$ cat config.mk
export PLATFORM = sky130hd
export DESIGN_NAME = pc_unit
export DESIGN_NICKNAME = d
export VERILOG_FILES = /design/src/rtl/fetch_pkg.sv /design/src/rtl/ras_stack.sv /design/src/rtl/pc_unit.sv
export SDC_FILE = /design/constraint.sdc
export NUM_CORES = 1
export LEC_CHECK = 0
export ABC_AREA = 1
export CAP_MARGIN = 40
export CELL_PAD_IN_SITES_DETAIL_PLACEMENT = 0
export CELL_PAD_IN_SITES_GLOBAL_PLACEMENT = 2
export CORE_AREA = 5 5 156 158
export DETAILED_ROUTE_END_ITERATION = 12
export DIE_AREA = 0 0 161 163
export MAX_ROUTING_LAYER = met4
export PLACE_DENSITY_LB_ADDON = 0.1
export SYNTH_ARGS = -nofsm -noshare
export SYNTH_HDL_FRONTEND = slang
export SYNTH_SLANG_ARGS = --single-unit
$ cat constraint.sdc
create_clock -name clk -period 3.5 [get_ports clk]
set_clock_uncertainty 0.05 [all_clocks]
set_input_delay 0.7 -clock clk [delete_from_list [all_inputs] [get_ports clk]]
set_output_delay 0.7 -clock clk [all_outputs]
set_load 0.1 [all_outputs]
$ cat src/rtl/fetch_pkg.sv
// Shared fetch-stage defaults and the control-priority encoding used by pc_unit.
package fetch_pkg;

    localparam int ADDR_W_DEF    = 32;
    localparam int STEP_DEF      = 4;
    localparam int RESET_VEC_DEF = 0;

    typedef enum logic [1:0] {
        CTRL_SEQ      = 2'd0,
        CTRL_REDIRECT = 2'd1,
        CTRL_RET      = 2'd2,
        CTRL_CALL     = 2'd3
    } ctrl_e;

    // A mispredict (redirect) squashes call/ret, and ret wins over call.
    function automatic ctrl_e decode_ctrl(input logic redirect, input logic ret, input logic call);
        ctrl_e c;
        if (redirect) begin
            c = CTRL_REDIRECT;
        end else if (ret) begin
            c = CTRL_RET;
        end else if (call) begin
            c = CTRL_CALL;
        end else begin
            c = CTRL_SEQ;
        end
        return c;
    endfunction

endpackage

$ cat src/rtl/ras_stack.sv
// Circular return-address stack: push overwrites the oldest entry when full,
// pop on empty is rejected; both error cases raise a registered one-cycle pulse.
module ras_stack #(
    parameter int W     = 32,
    parameter int DEPTH = 4
) (
    input  logic         clk,
    input  logic         rst_n,
    input  logic         ce_i,
    input  logic         push_i,
    input  logic         pop_i,
    input  logic [W-1:0] push_data_i,
    output logic [W-1:0] top_o,
    output logic         empty_o,
    output logic         full_o,
    output logic         overflow_o,
    output logic         underflow_o
);
    import fetch_pkg::*;

    localparam int PTR_W = $clog2(DEPTH);
    localparam int CNT_W = PTR_W + 1;

    logic [W-1:0]     mem_q [DEPTH];
    logic [PTR_W-1:0] ptr_q, ptr_d;
    logic [CNT_W-1:0] cnt_q, cnt_d;
    logic             ovf_q, ovf_d;
    logic             unf_q, unf_d;
    logic             empty_s, full_s;

    assign empty_s     = (cnt_q == CNT_W'(0));
    assign full_s      = (cnt_q == CNT_W'(DEPTH));
    assign empty_o     = empty_s;
    assign full_o      = full_s;
    assign top_o       = mem_q[ptr_q - PTR_W'(1)];
    assign overflow_o  = ovf_q;
    assign underflow_o = unf_q;

    // Next pointer/count and error pulses; the pointer always names the next free slot.
    always_comb begin
        ptr_d = ptr_q;
        cnt_d = cnt_q;
        ovf_d = 1'b0;
        unf_d = 1'b0;
        if (ce_i) begin
            if (push_i) begin
                ptr_d = ptr_q + PTR_W'(1);
                if (full_s) begin
                    ovf_d = 1'b1;
                end else begin
                    cnt_d = cnt_q + CNT_W'(1);
                end
            end else if (pop_i) begin
                if (empty_s) begin
                    unf_d = 1'b1;
                end else begin
                    ptr_d = ptr_q - PTR_W'(1);
                    cnt_d = cnt_q - CNT_W'(1);
                end
            end else begin
                ptr_d = ptr_q;
            end
        end else begin
            ptr_d = ptr_q;
        end
    end

    // Pointer, count and pulse registers.
    always_ff @(posedge clk or negedge rst_n) begin
        if (!rst_n) begin
            ptr_q <= PTR_W'(0);
            cnt_q <= CNT_W'(0);
            ovf_q <= 1'b0;
            unf_q <= 1'b0;
        end else begin
            ptr_q <= ptr_d;
            cnt_q <= cnt_d;
            ovf_q <= ovf_d;
            unf_q <= unf_d;
        end
    end

    // Entry storage; contents after reset are don't-care so no reset is applied.
    always_ff @(posedge clk) begin
        if (ce_i && push_i) begin
            mem_q[ptr_q] <= push_data_i;
        end
    end

endmodule

$ cat src/rtl/pc_unit.sv
// Fetch-stage program counter with prioritised redirect, call/return via RAS,
// and alignment/stack status flags.
module pc_unit
    import fetch_pkg::*;
#(
    parameter int                ADDR_W     = ADDR_W_DEF,
    parameter int                STEP       = STEP_DEF,
    parameter logic [ADDR_W-1:0] RESET_VEC  = ADDR_W'(RESET_VEC_DEF),
    parameter int                RAS_DEPTH  = 4,
    parameter int                ALIGN_BITS = 2
) (
    input  logic              clk,
    input  logic              rst_n,
    input  logic              ce,
    input  logic              redirect,
    input  logic              call,
    input  logic              ret,
    input  logic [ADDR_W-1:0] target,
    output logic [ADDR_W-1:0] pc,
    output logic [ADDR_W-1:0] pc_plus,
    output logic              misaligned,
    output logic              ras_empty,
    output logic              ras_full,
    output logic              ras_underflow,
    output logic              ras_overflow
);

    localparam logic [ADDR_W-1:0] STEP_W = ADDR_W'(STEP);

    logic [ADDR_W-1:0] pc_q, pc_d;
    logic [ADDR_W-1:0] ras_top_s;
    logic              push_s, pop_s;
    ctrl_e             ctrl_s;

    assign ctrl_s     = decode_ctrl(redirect, ret, call);
    assign push_s     = (ctrl_s == CTRL_CALL);
    assign pop_s      = (ctrl_s == CTRL_RET);
    assign pc         = pc_q;
    assign pc_plus    = pc_q + STEP_W;
    assign misaligned = |pc_q[ALIGN_BITS-1:0];

    ras_stack #(
        .W     (ADDR_W),
        .DEPTH (RAS_DEPTH)
    ) u_ras (
        .clk         (clk),
        .rst_n       (rst_n),
        .ce_i        (ce),
        .push_i      (push_s),
        .pop_i       (pop_s),
        .push_data_i (pc_plus),
        .top_o       (ras_top_s),
        .empty_o     (ras_empty),
        .full_o      (ras_full),
        .overflow_o  (ras_overflow),
        .underflow_o (ras_underflow)
    );

    // Priority mux for the next PC; a ret on an empty stack falls through sequentially.
    always_comb begin
        pc_d = pc_q;
        if (ce) begin
            case (ctrl_s)
                CTRL_REDIRECT: pc_d = target;
                CTRL_RET:      pc_d = ras_empty ? pc_plus : ras_top_s;
                CTRL_CALL:     pc_d = target;
                CTRL_SEQ:      pc_d = pc_plus;
                default:       pc_d = pc_plus;
            endcase
        end else begin
            pc_d = pc_q;
        end
    end

    // PC register.
    always_ff @(posedge clk or negedge rst_n) begin
        if (!rst_n) begin
            pc_q <= RESET_VEC;
        end else begin
            pc_q <= pc_d;
        end
    end

endmodule

==> impl_metrics.ini, run 1 <==
[floorplanning]
die_width_um = 161
pin_count = 107
initial_core_util = 0.341
fp.dieH_um = 163
rows = 56
coreArea_mm2 = 0.0230
dieArea_mm2 = 0.0262

[pwr]
p_comb_frac = 0.460
p_leak_nw = 3.85
pwr_density_cell_mw_per_mm2 = 826
p_seq_frac = 0.315
p_clk_frac = 0.225
p_switching_mw = 3.91
p_total_mw = 8.20
p_sw_frac = 0.476
peakVddDrop_mv = 0.393
internal_power_mw = 4.30

[routing]
dr.pass1.iters = 4
met1_length_um = 11600
met3_length_um = 991
wl_met2_um = 11300
ant_nets = 0
dr_total_vias = 6014
wl_per_cell_um = 19.9
wl_um = 24100
drtIter0Drc = 350
post_drt_via_cell_ratio = 4.97
top_layer = met4
drc_errors = 0

[synthesis]
ys_types = 35
ys_warn_count = 0
avgSynthCellArea_um2 = 9.85
syn_area_mm2 = 0.00785
ys_seq_area_frac = 0.614
syn_inst = 797
syn_nets = 841
synth_seq_cells = 167

[critical_path]
critPathRequiredTime_ps = 2750
worstPathMaxFanout = 6
crit_arrival_ps = 2460
critPathCaptureType = primary output
cp-start-kind = flip-flop
worstSetupPathType = flip-flop to primary output
reg2reg_depth = 9

[run_status]
status = finished clean

[sta]
tightest_slew_ps = 813
fin_tns_setup_ps = 0
finalWorstSetupSlack_ps = 291
hold_ws_ps = 311
period_share = 0.917
max_freq_mhz = 312
drv_slew = 0
slew_headroom = 0.458
fin_crit_ps = 3210
hold_violations = 0
rsz0062_at_grt = false
setup_violations = 0

[grt]
antenna_found_initial = 0
grt_max_degree = 67
grt.overflow.total = 0
track_usage = 0.193
grt_pass1_wl_um = 37500
first_global_vias = 6233

[cts]
cts_resized = 0
post_cts_buffers = 0
cts_tree = yes
clock_latency_ps = 430
numCtsBuffers = 17
hold_buffers = 0
htree_levels = 4
clock_sinks = 167
cts_root_buf = clkbuf_16
path_clk_slew_ps = 70
clock_path_buffers = 2

[layout]
layout_commonest_cell = nand2_1
fill_cells = 2231
final_nets = 950
layout-drive-gt1-share = 0.184
n_antenna_cell = 0
area_growth_pct = 26.5
final_cell_mix = 195 x nand2_1, 128 x edfxtp_1, 114 x nor2_1, 81 x buf_4, 57 x a21oi_1

[place]
place_hpwl_um = 16300
pre_cts_slack_ps = 705
io_buffers = 106
place_congestion = 0.780

[min_path]
min_path_type = primary input to async pin

[run]
drv_cap = 0
## per-stage QoR
step	cells	cell area (µm²)	utilization
after floorplan	797	8020	-
after global routing	1209	9930	0.432
final	1209	9930	0.432
after detailed placement	1177	9360	0.407
after CTS	1209	9930	0.432
after global placement	1176	9350	0.407
## sequential cells by signal (all words and copies together) (netlist names)
| signal | cells |
|---|---|
| u_ras.mem_q | 128 |
| u_ras.ptr_q | 2 |
| u_ras.cnt_q | 3 |
| pc | 32 |
| u_ras.overflow_o | 1 |
| u_ras.underflow_o | 1 |
## routing by layer
layer / GRT usage / vias to the layer above
met5: - / -
met4: 0.0423 / 0
met3: 0.0390 / 19
met2: 0.303 / 142
met1: 0.263 / 2946
li1: - / 2907
## cells in the mapped netlist
master / count / area [µm²]
a21oi_1: 58 / 290
a22oi_1: 1 / 7.51
a31oi_1: 7 / 43.8
and2_1: 7 / 43.8
buf_2: 13 / 65.1
buf_4: 4 / 30.0
clkbuf_1: 20 / 75.1
dfrtp_1: 39 / 976
edfxtp_1: 128 / 3840
fa_1: 1 / 20.0
ha_1: 5 / 62.6
inv_1: 36 / 135
inv_2: 1 / 3.75
nand2_1: 197 / 739
nand2_2: 3 / 18.8
nand2_4: 2 / 22.5
nand3_1: 40 / 200
nand3b_1: 4 / 30.0
nand4_1: 1 / 6.26
nor2_1: 118 / 443
nor2_2: 2 / 12.5
nor2_4: 8 / 90.1
nor2_8: 1 / 20.0
nor2b_1: 1 / 6.26
nor3_1: 1 / 5.00
nor3_2: 1 / 10.0
nor4_1: 1 / 6.26
o21a_1: 9 / 67.6
o21ai_0: 47 / 235
o21ai_1: 3 / 15.0
o22ai_1: 18 / 113
or2_2: 1 / 6.26
xnor2_1: 3 / 26.3
xor2_1: 11 / 96.3
xor2_2: 5 / 81.3
## critical path, stage by stage (launching register included)
cell      delay, ps
dfrtp_1         420
ha_1            240
nand2_1          90
nor2_2          200
nand2_4         130
nor2_4          260
nand3b_1        110
nand2_1         230
buf_4           350
## final cells by class
cell class	instances	area, µm²	share of cell area
Tap cell	290	363	0.0365
Clock inverter	14	139	0.0140
Sequential cell	167	4820	0.486
Multi-Input combinational cell	556	2900	0.292
Timing Repair Buffer	127	1130	0.114
Clock buffer	18	429	0.0432
Inverter	37	143	0.0144
## worst paths after layout
| check | end | slack [ps] | from |
|---|---|---|---|
| max in group asynchronous | pc[11] | 2350 | rst_n |
| max | pc_plus[22] | 290 | pc[3] |
| max reg2reg | pc[7] | 1230 | u_ras.ptr_q[1] |
| min | pc[1] | 310 | rst_n |
| min reg2reg | u_ras.cnt_q[2] | 430 | u_ras.cnt_q[2] |
| min in group clk | u_ras.cnt_q[2] | 430 | u_ras.cnt_q[2] |
## power groups by stage
| stage | combinational (mW) | clock [mW] | sequential, mW |
|---|---|---|---|
| final | 3.77 | 1.85 | 2.58 |
| after global routing | 4.07 | 1.96 | 2.61 |
| after CTS | 3.84 | 1.88 | 2.58 |
| after detailed placement | 3.82 | 0 | 2.62 |
| after global placement | 3.79 | 0 | 2.62 |
| after floorplan | 2.20 | 0 | 3.13 |
## logic make-up after synthesis
kind of cell | share of synthesized area
xor+xnor | 0.0260
compound gates | 0.0984
flops | 0.614
fa+ha+maj | 0.0105
buf+inv | 0.0394
simple gates | 0.212
(Power assumes the default switching activity.)
==> run 2: changes to the inputs <==
- CTS_CLUSTER_DIAMETER: default -> 100
==> results of run 2 <==
Final layout, timing and power as in run 1 (identical DEF).
